<file path="src/rtl/fsic_io_phase_sched_pkg.sv">
// fsic_io_phase_sched_pkg: shared state encoding, error-counter constants and parameter checks
package fsic_io_phase_sched_pkg;
  typedef enum logic [1:0] {
    UNLOCKED = 2'd0,
    ACQUIRE  = 2'd1,
    LOCKED   = 2'd2
  } state_e;
  localparam int ERR_W = 8;
  localparam logic [ERR_W-1:0] ERR_MAX = '1;
  function automatic bit is_pow2(input int v);
    return v >= 2 && (v & (v - 1)) == 0;
  endfunction
endpackage

</file>
<file path="src/rtl/fsic_rr_arbiter.sv">
// fsic_rr_arbiter: combinational round-robin pick of the first request at or after ptr
module fsic_rr_arbiter #(
  parameter int pNUM_REQ = 3
) (
  input  logic [pNUM_REQ-1:0]         req,
  input  logic [$clog2(pNUM_REQ)-1:0] ptr,
  output logic [pNUM_REQ-1:0]         win,
  output logic [$clog2(pNUM_REQ)-1:0] win_idx
);
  localparam int RW = $clog2(pNUM_REQ);
  function automatic logic [RW-1:0] wrap(input int v);
    return RW'(v % pNUM_REQ);
  endfunction
  always_comb begin
    win = '0;
    win_idx = '0;
    for (int i = pNUM_REQ - 1; i >= 0; i--) begin
      if (req[wrap(int'(ptr) + i)]) begin
        win = '0;
        win[wrap(int'(ptr) + i)] = 1'b1;
        win_idx = wrap(int'(ptr) + i);
      end
    end
  end
endmodule

</file>
<file path="src/rtl/fsic_io_phase_sched.sv">
// fsic_io_phase_sched: qualifies the serdes phase count into lock, frames ioclk and schedules the TX slot
module fsic_io_phase_sched
  import fsic_io_phase_sched_pkg::*;
#(
  parameter int pCLK_RATIO   = 4,
  parameter int pNUM_REQ     = 3,
  parameter int pLOCK_FRAMES = 4
) (
  input  logic                          ioclk,
  input  logic                          axis_rst_n,
  input  logic [$clog2(pCLK_RATIO)-1:0] phase_cnt_in,
  input  logic                          sched_en,
  input  logic [pNUM_REQ-1:0]           req,
  output logic [pNUM_REQ-1:0]           grant,
  output logic                          grant_valid,
  output logic                          frame_start,
  output logic                          phase_locked,
  output logic [ERR_W-1:0]              lock_err_cnt
);
  localparam int PW = $clog2(pCLK_RATIO);
  localparam int RW = $clog2(pNUM_REQ);
  if (!is_pow2(pCLK_RATIO)) begin : g_bad_ratio
    $error("pCLK_RATIO must be a power of two >= 2");
  end
  state_e              state;
  logic [PW-1:0]       exp_phase;
  logic [3:0]          good_frames;
  logic [RW-1:0]       ptr;
  logic [RW-1:0]       win_idx;
  logic [pNUM_REQ-1:0] win;
  logic                match;
  logic                last;
  logic                acq_done;
  logic                boundary;
  logic                lock_loss;
  logic                take;
  assign match        = phase_cnt_in == exp_phase;
  assign last         = phase_cnt_in == PW'(pCLK_RATIO - 1);
  assign acq_done     = state == ACQUIRE && match && last && good_frames == 4'(pLOCK_FRAMES - 1);
  assign boundary     = match && last && (state == LOCKED || acq_done);
  assign lock_loss    = state == LOCKED && !match;
  assign take         = sched_en && |req;
  assign phase_locked = state == LOCKED;
  fsic_rr_arbiter #(.pNUM_REQ(pNUM_REQ)) u_arb (
    .req     (req),
    .ptr     (ptr),
    .win     (win),
    .win_idx (win_idx)
  );
  // exp_phase wraps naturally because pCLK_RATIO is a power of two
  always_ff @(posedge ioclk) begin
    if (!axis_rst_n) begin
      state        <= UNLOCKED;
      exp_phase    <= '0;
      good_frames  <= '0;
      ptr          <= '0;
      grant        <= '0;
      grant_valid  <= 1'b0;
      frame_start  <= 1'b0;
      lock_err_cnt <= '0;
    end else begin
      exp_phase   <= phase_cnt_in + 1'b1;
      frame_start <= boundary;
      if (state == UNLOCKED && phase_cnt_in == '0) begin
        state       <= ACQUIRE;
        good_frames <= '0;
      end
      if (state == ACQUIRE && !match) state <= UNLOCKED;
      if (state == ACQUIRE && match && last) good_frames <= good_frames + 1'b1;
      if (acq_done) state <= LOCKED;
      if (lock_loss) begin
        state        <= UNLOCKED;
        grant        <= '0;
        grant_valid  <= 1'b0;
        lock_err_cnt <= lock_err_cnt == ERR_MAX ? ERR_MAX : lock_err_cnt + 1'b1;
      end
      if (boundary) begin
        grant       <= take ? win : '0;
        grant_valid <= take;
        if (take) ptr <= win_idx == RW'(pNUM_REQ - 1) ? '0 : win_idx + 1'b1;
      end
    end
  end
endmodule

</file>
<file path="config.mk">
export PLATFORM = sky130hd
export DESIGN_NAME = fsic_io_phase_sched
export DESIGN_NICKNAME = d
export VERILOG_FILES = /design/src/rtl/fsic_io_phase_sched_pkg.sv /design/src/rtl/fsic_rr_arbiter.sv /design/src/rtl/fsic_io_phase_sched.sv
export SDC_FILE = /design/constraint.sdc
export NUM_CORES = 1
export LEC_CHECK = 0
export ABC_CLOCK_PERIOD_IN_PS = 2800
export CAP_MARGIN = 20
export CORE_MARGIN = 1.5
export CORE_UTILIZATION = 55
export CTS_BUF_LIST = sky130_fd_sc_hd__clkbuf_4 sky130_fd_sc_hd__clkbuf_8
export CTS_CLUSTER_DIAMETER = 50
export CTS_CLUSTER_SIZE = 28
export DETAILED_ROUTE_END_ITERATION = 12
export PLACE_DENSITY = 0.8
export SLEW_MARGIN = 20
export SYNTH_ARGS = -nofsm -noshare
export SYNTH_HDL_FRONTEND = slang
export SYNTH_SLANG_ARGS = --single-unit
export TNS_END_PERCENT = 5
</file>
<file path="constraint.sdc">
create_clock -name ioclk -period 2.8 [get_ports ioclk]
set_input_delay 0.56 -clock ioclk [delete_from_list [all_inputs] [get_ports ioclk]]
set_output_delay 0.56 -clock ioclk [all_outputs]
set_load 0.005 [all_outputs]
</file>
After elaboration in Yosys (flattened, before gate mapping)
Index checks and enable logic that the tools add are counted.

Add/subtract/negate cells: 6. Divide/modulo/power cells: 3. Order comparisons: 6. Equal/unequal tests: 7. Mux-type cells: 30. Bitwise operators: 1. Reduce and logical (&&, ||, !) cells: 23.

Operators by type and width (count): modulo 32 x 3 -> 32 bit (second input constant) (2); modulo 3 x 3 -> 32 bit (second input constant) (1); two-way mux 3 bit (6); two-way mux 2 bit (7); logical AND 1 bit (12); less-than comparator 2 x 3 -> 1 bit (second input constant) (3); adder 8 x 1 -> 8 bit (second input constant) (1); equality test 8 bit (second input constant) (1); two-way mux 1 bit (8); two-way mux 4 bit (2); two-way mux 8 bit (1); binary-select mux 1 bit (select 2 bit) (3); demux 1 bit (select 2 bit) (3); equality test 2 bit (second input constant) (3); greater-or-equal comparator 2 x 1 -> 1 bit (second input constant) (3); adder 2 x 1 -> 2 bit (second input constant) (2); adder 4 x 1 -> 4 bit (second input constant) (1); equality test 4 x 2 -> 1 bit (second input constant) (1); zero test 2 bit (2); nonzero test 2 bit (2); OR reduction 4 bit (1); adder 2 x 1 -> 3 bit (second input constant) (1); adder 2 x 2 -> 3 bit (second input constant) (1); nonzero test 3 bit (1); other kinds (8) (8).

Register bits: 23. Input port bits: 8.

Depth between registers and ports, before layout
Gate-level depths: netlist of the first run.

Word-level depth: 11. Gate-level depth with buffers: 8. Gate-level depth less buffers: 7.

Modules after synthesis
From an unflattened synthesis of the first run, not the netlist that was laid out.

Cell total of the unflattened synthesis: 161. Area total of the unflattened synthesis: 1476.4 um^2.

By module, submodules not included: fsic_io_phase_sched (times used 1, cells an instance 111, area an instance 1119.8 um^2, sequential area each 460.4 um^2); fsic_rr_arbiter (times used 1, cells an instance 50, area an instance 356.6 um^2, sequential area each 0.0 um^2).

Worst setup path before layout of the first run
OpenSTA, ideal clock, no wires.

Path type: reg-to-reg. From: register ptr[1]. To: register ptr[0]. Arrival: 1889 ps. Data required time: 2733 ps. Slack: 844 ps. Cell stages (with the launch flop): 9. Path buffers: 1. Clock period less this slack: 1956 ps. Cell sequence: dfxtp_1 -> inv_1 -> ha_1 -> buf_6 -> mux2i_1 -> o22ai_1 -> mux2_4 -> or3b_1 -> a21oi_2.

Longest elaborated chain between the ends: 9. Elaborated cells between the ends (all ways): 17. Those cells by class: 3 x add/sub; 3 x div; 1 x eq/ne; 10 x mux.

Ends and longest elaborated chain: start, declared (RTL line fsic_io_phase_sched.sv:28) `logic [RW-1:0] ptr;`; start signal, assigned (RTL line fsic_io_phase_sched.sv:80) `if (take) ptr <= win_idx == RW'(pNUM_REQ - 1) ? '0 : win_idx + 1'b1;`; adder 2 x 2 -> 3 bit (RTL line fsic_rr_arbiter.sv:18, fsic_rr_arbiter.sv:21); modulo 32 x 3 -> 32 bit (RTL line fsic_rr_arbiter.sv:12) `return RW'(v % pNUM_REQ);`; binary-select mux 1 bit (select 2 bit) (RTL line fsic_rr_arbiter.sv:18) `if (req[wrap(int'(ptr) + i)]) begin`; two-way mux 1 bit (implied by the code) (RTL line fsic_rr_arbiter.sv:18); two-way mux 2 bit (2 in series) (RTL line fsic_rr_arbiter.sv:18); two-way mux 2 bit * (RTL line fsic_rr_arbiter.sv:18); adder 2 x 1 -> 2 bit / equality test 2 bit (equally long branches) (RTL line fsic_io_phase_sched.sv:80); two-way mux 2 bit * (RTL line fsic_io_phase_sched.sv:80).

Every way passes the cells marked *; elsewhere a longest branch is shown, timed or not. The select of a mux whose other input is x is not followed. A chain may end at the register's enable or synchronous reset.

Worst setup path after layout of the first run
From: input req[0]. To: register ptr[0].

Longest elaborated chain between the ends: 7. Elaborated cells between the ends (all ways): 15. Those cells by class: 1 x add/sub; 1 x eq/ne; 10 x mux; 3 x reduce/logical.

Ends and longest elaborated chain: start, declared (RTL line fsic_io_phase_sched.sv:13) `input logic [pNUM_REQ-1:0] req,`; binary-select mux 1 bit (select 2 bit) (RTL line fsic_rr_arbiter.sv:18); two-way mux 1 bit (implied by the code) (RTL line fsic_rr_arbiter.sv:18); two-way mux 2 bit (3 in series) (RTL line fsic_rr_arbiter.sv:18); adder 2 x 1 -> 2 bit / equality test 2 bit (equally long branches) (RTL line fsic_io_phase_sched.sv:80); two-way mux 2 bit (RTL line fsic_io_phase_sched.sv:80).

Parallel ways exist; a longest one is shown, timed or not. The select of a mux whose other input is x is not followed.

==> metrics.md, run 1 <==
| Metric | Value |
|---|---|
| Worst hold path type | reg -> reg |
| Drt initial violations | 28 |
| Synth Instances | 161 |
| Predominant post-synthesis flop cell | dfxtp_1 |
| Post-route ant nets | 0 |
| Flop pwr share | 60.5% |
| Max Slew Vio Count | 0 |
| Worst hold path endpoint | grant[1] |
| Reg clk slew, reported paths | 120 ps |
| # rows | 18 |
| Crit Path Max Fanout | 9 |
| Leak | 0.580 nW |
| Clk pwr share | 28.6% |
| Worst hold slack | 478 ps |
| Internal Power | 0.412 mW |
| Initial antenna violation count | 0 |
| Later-pin clock latency in the skew report | 320 ps |
| Worst Skew | 7.68 ps |
| Die ar. | 0.00285 mm² |
| Ant. Diodes | 0 |
| GRT overflow | 0 |
| Post-Layout Inst Area | 0.00165 mm² |
| Final setup viols | 0 |
| WL final | 2.91 mm |
| Routed len/inst | 13.8 µm |
| CTS hold repair buffers | 0 |
| Fill count | 217 |
| Total Negative Setup Slacks | 0 ps |
| Delay-heaviest family, CP | buffers and inverters |
| DR vias | 1215 |
| CTS max path bufs | 2 |
| H-tree depth | 1 |
| RSZ-0062 raised after global routing | false |
| Post-layout nets | 197 |
| Cell Area, Placed | 0.00162 mm² |
| TritonCTS Buffers | 3 |
| Setup CP Type | in -> reg |
| CP max stage delay | 630 ps |
| Final min period | 2250 ps |
| Dpl hpwl | 2.19 mm |
| CTS tree | done |
| Slew Limit Headroom | 63.7% |
| DRT Pass-1 Iters | 4 |
| Required time of the critical path | 3060 ps |
| GRT Util Overall | 22.7% |
| Avg Inst Size Synth | 8.66 µm² |
| First-pass GRT wire length | 4.72 mm |
| Power density over the cells | 335 mW/mm² |
| Startpoint Class | input pin |
| Largest net degree at the start of global routing | 19 |
| Fmax | 444 MHz |
| Worst Reg-to-Reg Cells | 7 |
| IO Pins | 22 |
| Synthesized Nets | 176 |
| Hold Fails Final Rpt | 0 |
| Chip height | 53.3 µm |
| Logic pwr share | 10.9% |
| Starting Density | 57.3% |
| Hold path cells | 2 |
| Area leader, netlist | dfxtp_1 |
| Core area | 0.00243 mm² |
| Number of max-cap violations | 0 |
| Clock sinks | 23 |
| Synth cell types | 46 |
| Clock Root Buffer | clkbuf_4 |
| Outcome | finished, final reports clean |
| Reg2reg setup slack | 620 ps |
| Worst Max-Slew Pin Slew | 541 ps |
| Worst path bufs/invs | 1 |
| Worst setup margin | 548 ps |
| Area Overhead vs Synth | 18.0% |
| Period utilization | 80.4% |
| Tot Pwr | 0.551 mW |
| I/O Buffers | 21 |
| Area share of the largest cell type after synthesis | 33.0% |
| CP Data Arrival Time | 2510 ps |
| Worst r2r src | ptr[1] |
| HP Start | grant[1] |
| Final Wtd Congestion | 0.757 |
| Number of flops mapped to enable cells by yosys | 0 |
| Number of global-route vias before repair | 1078 |
| Switching Fraction | 25.2% |
| Reg-to-reg endpoint | ptr[0] |
| Place WS | 237 ps |
| Vias per cell | 5.76 |
| Worst Setup End Kind | flop |
| Seq/Total Area, Yosys | 33.0% |
| Max IR drop VDD | 0.249 mV |
| Crit-path cells | clkdlybuf4s50_1, mux2i_1, o22ai_1, mux2_4, or3b_1, a21oi_2 |
| Yosys warnings | 0 |
| Remaining DRCs | 0 |
| Layout cells sized above 1 | 7.73% |
| Critical Path Slowest Stage Cell | clkdlybuf4s50_1 |
| Post-CTS setup buffer count | 0 |
| Post-cts resize count | 0 |
| Post-synth ARST share | 0% |
| Sw Pwr | 0.139 mW |
| Die Width | 53.3 µm |
| Synthesized cell area | 0.00139 mm² |
| FF+latch count, synth | 23 |
| Area contributors post-synth | dfxtp_1 (33%), ha_1 (6.3%), a21oi_1 (5.0%) |
-- power by group through the flow --
stage	Combinational, mW	Clock (mW)	Sequential, mW
after floorplan	0.0388	0	0.340
after global placement	0.0581	0	0.340
after detailed placement	0.0595	0	0.340
after CTS	0.0600	0.164	0.333
after global routing	0.0663	0.177	0.334
final	0.0600	0.158	0.333
-- state kept, by name (all words and copies together) (netlist names) --
signal,flops
state,2
grant,3
frame_start,1
lock_err_cnt,8
good_frames,4
ptr,2
grant_valid,1
exp_phase,2
-- cell usage in the layout (no fill, tap or decap), types with 2 or more instances in the layout --
master	netlist	final
o211ai_1	2	2
nand3_1	8	8
nand4_1	2	2
dfxtp_1	23	23
mux2i_1	7	7
buf_4	0	2
clkdlybuf4s50_1	0	21
o311a_1	2	2
clkbuf_4	0	3
xnor2_1	3	3
nor2b_1	3	3
o21ai_0	3	3
a21oi_1	14	14
ha_1	7	7
or3_1	2	2
nor3b_1	2	2
nor2_1	10	10
o22ai_1	3	3
o31ai_1	2	2
nand2_1	11	11
and2_1	4	4
xnor2_2	2	2
inv_1	14	14
nand2b_1	3	3
a211oi_1	5	5
xor2_1	2	2
-- metrics by stage --
step / instances / utilization [%]
floorplan: 161 / -
global placement: 207 / 66.5
detailed placement: 207 / 66.5
CTS: 211 / 67.6
global route: 211 / 67.6
finish: 211 / 67.6
-- routing by layer --
layer	up-vias	GRT usage, %	share of wire (%)
met5	-	0	0
met4	0	7.69	0.96
met3	4	2.54	3.1
met2	24	41.4	51
met1	570	27.0	45
li1	617	-	-
-- how the worst max path moves through the flow --
stage | from | endpoint | slack (ps) | cells past startpoint
4_1_cts | req[0] | ptr[0] | 570 | 6
2_1_floorplan | ptr[1] | ptr[0] | 840 | 8
3_5_place_dp | req[0] | ptr[0] | 240 | 6
3_3_place_gp | req[2] | ptr[0] | 330 | 6
5_1_grt | req[0] | ptr[0] | 480 | 6
6_report | req[0] | ptr[0] | 550 | 6
-- cells by family (layout without fill, tap and decap cells) --
| kind of cell | Yosys count | after routing | synth area share (%) |
|---|---|---|---|
| mux | 9 | 9 | 6.91 |
| simple gates | 52 | 52 | 20.2 |
| compound gates | 41 | 41 | 21.3 |
| fa+ha+maj | 7 | 7 | 6.28 |
| flops | 23 | 23 | 33.0 |
| buf+inv | 22 | 42 | 6.82 |
| xor+xnor | 7 | 7 | 5.48 |
-- cell usage after synthesis, types with 3 or more instances --
library cell,instances
nor2b_1,3
o21ai_0,3
ha_1,7
mux2i_1,7
and2_1,4
xnor2_1,3
inv_1,14
a21oi_1,14
o22ai_1,3
buf_2,4
nor2_1,10
a211oi_1,5
nand2b_1,3
nand3_1,8
dfxtp_1,23
nand2_1,11
-- area by class of cell --
cell class / count / area [µm²] / area share, %
Clock buffer: 3 / 22.5 / 1.37
Clock inverter: 1 / 5.00 / 0.304
Inverter: 15 / 56.3 / 3.42
Multi-Input combinational cell: 116 / 838 / 51.0
Sequential cell: 23 / 460 / 28.0
Tap cell: 30 / 37.5 / 2.28
Timing Repair Buffer: 23 / 225 / 13.7
-- tightest hold or removal path: cells and delay by family (launching register included) --
family / cells / cell delay [ps]
and+or+nand+nor: 1 / 60
AOI/OAI and AO/OA: 1 / 50
DFF: 1 / 340
(Power assumes the default switching activity.)
==> run 2, diff against run 1 <==
--- a/config.mk
+++ b/config.mk
@@ -5,7 +5,7 @@
 export SDC_FILE = /design/constraint.sdc
 export NUM_CORES = 1
 export LEC_CHECK = 0
-export ABC_CLOCK_PERIOD_IN_PS = 2800
+export ABC_CLOCK_PERIOD_IN_PS = 2400
 export CAP_MARGIN = 20
 export CORE_MARGIN = 1.5
 export CORE_UTILIZATION = 55
==> constraint.sdc (replaced) <==
create_clock -name ioclk -period 2.4 [get_ports ioclk]
set_input_delay 0.48 -clock ioclk [delete_from_list [all_inputs] [get_ports ioclk]]
set_output_delay 0.48 -clock ioclk [all_outputs]
set_load 0.005 [all_outputs]
==> metrics.md, run 2 (synthesis gave the netlist of run 1 again) <==
| Metric | Value |
|---|---|
| Outcome | finished, final reports clean |
| H-tree depth | 1 |
| Post-cts resize count | 0 |
| Number of max-cap violations | 0 |
| Worst path bufs/invs | 1 |
| Regs by FF count | lock_err_cnt (8), good_frames (4), grant (3) |
| Max Slew Vio Count | 0 |
| I/O Buffers | 21 |
| Slew Limit Headroom | 72.9% |
| Max IR drop VDD | 0.306 mV |
| CTS tree | done |
| Layout cells sized above 1 | 10.7% |
| Post-CTS setup buffer count | 0 |
| Setup CP Type | reg -> reg |
| Area Overhead vs Synth | 21.3% |
| Critical Path Slowest Stage Cell | ha_1 |
| Starting Density | 57.3% |
| Clock Root Buffer | clkbuf_4 |
| Total Negative Setup Slacks | 0 ps |
| CTS max path bufs | 2 |
| Chip height | 53.3 µm |
| Worst Setup End Kind | flop |
| TritonCTS Buffers | 3 |
| Period utilization | 87.8% |
| Initial antenna violation count | 0 |
| Final setup viols | 0 |
| IO Pins | 22 |
| Post-layout nets | 203 |
| Final min period | 2110 ps |
| Commonest non-fill, non-tap cells in the layout | dfxtp_1 (23), clkdlybuf4s50_1 (21), inv_1 (14), a21oi_1 (14), nand2_1 (11) |
| Worst Skew | 6.28 ps |
| Dpl hpwl | 2.19 mm |
| Most flops, register | lock_err_cnt |
| Drt initial violations | 26 |
| Startpoint Class | flop |
| Max reg flops | 8 |
| WL final | 2.88 mm |
| CP Data Arrival Time | 2340 ps |
| Worst Max-Slew Pin Slew | 397 ps |
| Vias per cell | 5.43 |
| Delay-heaviest family, CP | compound AO/OA/AOI/OAI gates |
| GRT Util Overall | 21.7% |
| Tot Pwr | 0.642 mW |
| Power density over the cells | 380 mW/mm² |
| Most common cell after layout, fill and taps aside | dfxtp_1 |
| Worst hold path type | reg -> reg |
| Required time of the critical path | 2630 ps |
| CP max stage delay | 410 ps |
| DRT Pass-1 Iters | 4 |
| # rows | 18 |
| Die ar. | 0.00285 mm² |
| Clock sinks | 23 |
| Reg clk slew, reported paths | 120 ps |
| Leak | 0.609 nW |
| First-pass GRT wire length | 4.61 mm |
| RSZ-0062 raised after global routing | false |
| Worst hold slack | 473 ps |
| Later-pin clock latency in the skew report | 310 ps |
| Post-route ant nets | 0 |
| Core area | 0.00243 mm² |
| Die Width | 53.3 µm |
| Largest net degree at the start of global routing | 19 |
| Hold Fails Final Rpt | 0 |
| DR vias | 1178 |
| Number of global-route vias before repair | 1093 |
| Fmax | 474 MHz |
| CTS hold repair buffers | 0 |
| Remaining DRCs | 0 |
| Final Wtd Congestion | 0.845 |
| Crit Path Max Fanout | 11 |
| Ant. Diodes | 0 |
| Crit-path cells | ha_1, mux2i_1, o22ai_1, buf_4, a2111oi_0, a21oi_1, o31ai_1 |
| GRT overflow | 0 |
| Routed len/inst | 13.3 µm |
-- run 2: changes by cell type in the layout (fill, tap and decap cells not counted), sizes merged --
| cell | delta |
|---|---|
| buf | +6 |
-- run 2: stage by stage --
step | cell area, µm² | setup slack, ps | utilization, % | instances
floorplan | 1390 | 444 | - | 161
global placement | 1660 | 155 | 68.4 | 213
detailed placement | 1660 | 119 | 68.4 | 213
CTS | 1690 | 330 | 69.5 | 217
global route | 1690 | 136 | 69.5 | 217
finish | 1690 | 292 | 69.5 | 217
-- run 2: worst paths after layout --
| kind | end | cells after the start | from | slack (ps) |
|---|---|---|---|---|
| min reg2reg | grant_valid | 2 | grant_valid | 470 |
| min | grant_valid | 2 | grant_valid | 470 |
| max reg2reg | grant[0] | 7 | ptr[0] | 290 |
| max | grant[0] | 7 | ptr[0] | 290 |
-- run 2: tightest hold or removal path, stage by stage (launching register included) --
cell and delay (ps):
dfxtp_1 340, nand2_1 50, a21oi_1 50
-- run 2: report_power, final --
part / total (mW) / leakage, nW / switching [mW] / internal (mW)
combinational: 0.0741 / 0.406 / 0.0376 / 0.0365
clock: 0.179 / 0.0177 / 0.117 / 0.0621
sequential: 0.389 / 0.186 / 0.00367 / 0.385
total: 0.642 / 0.609 / 0.158 / 0.484
-- run 2: metal layers --
metal | part of all wire (%) | routed length, µm | global-route usage (%)
met3 | 2.4 | 69 | 3.11
met2 | 48 | 1370 | 38.5
met4 | 0.35 | 10 | 5.56
met5 | 0 | 0 | 0
met1 | 50 | 1430 | 27.1
-- run 2: layout make-up --
| cell class | count | area, µm² |
|---|---|---|
| Clock buffer | 3 | 22.5 |
| Sequential cell | 23 | 460 |
| Clock inverter | 1 | 5.00 |
| Timing Repair Buffer | 29 | 270 |
| Multi-Input combinational cell | 116 | 838 |
| Inverter | 15 | 56.3 |
| Fill cell | 203 | 742 |
| Tap cell | 30 | 37.5 |
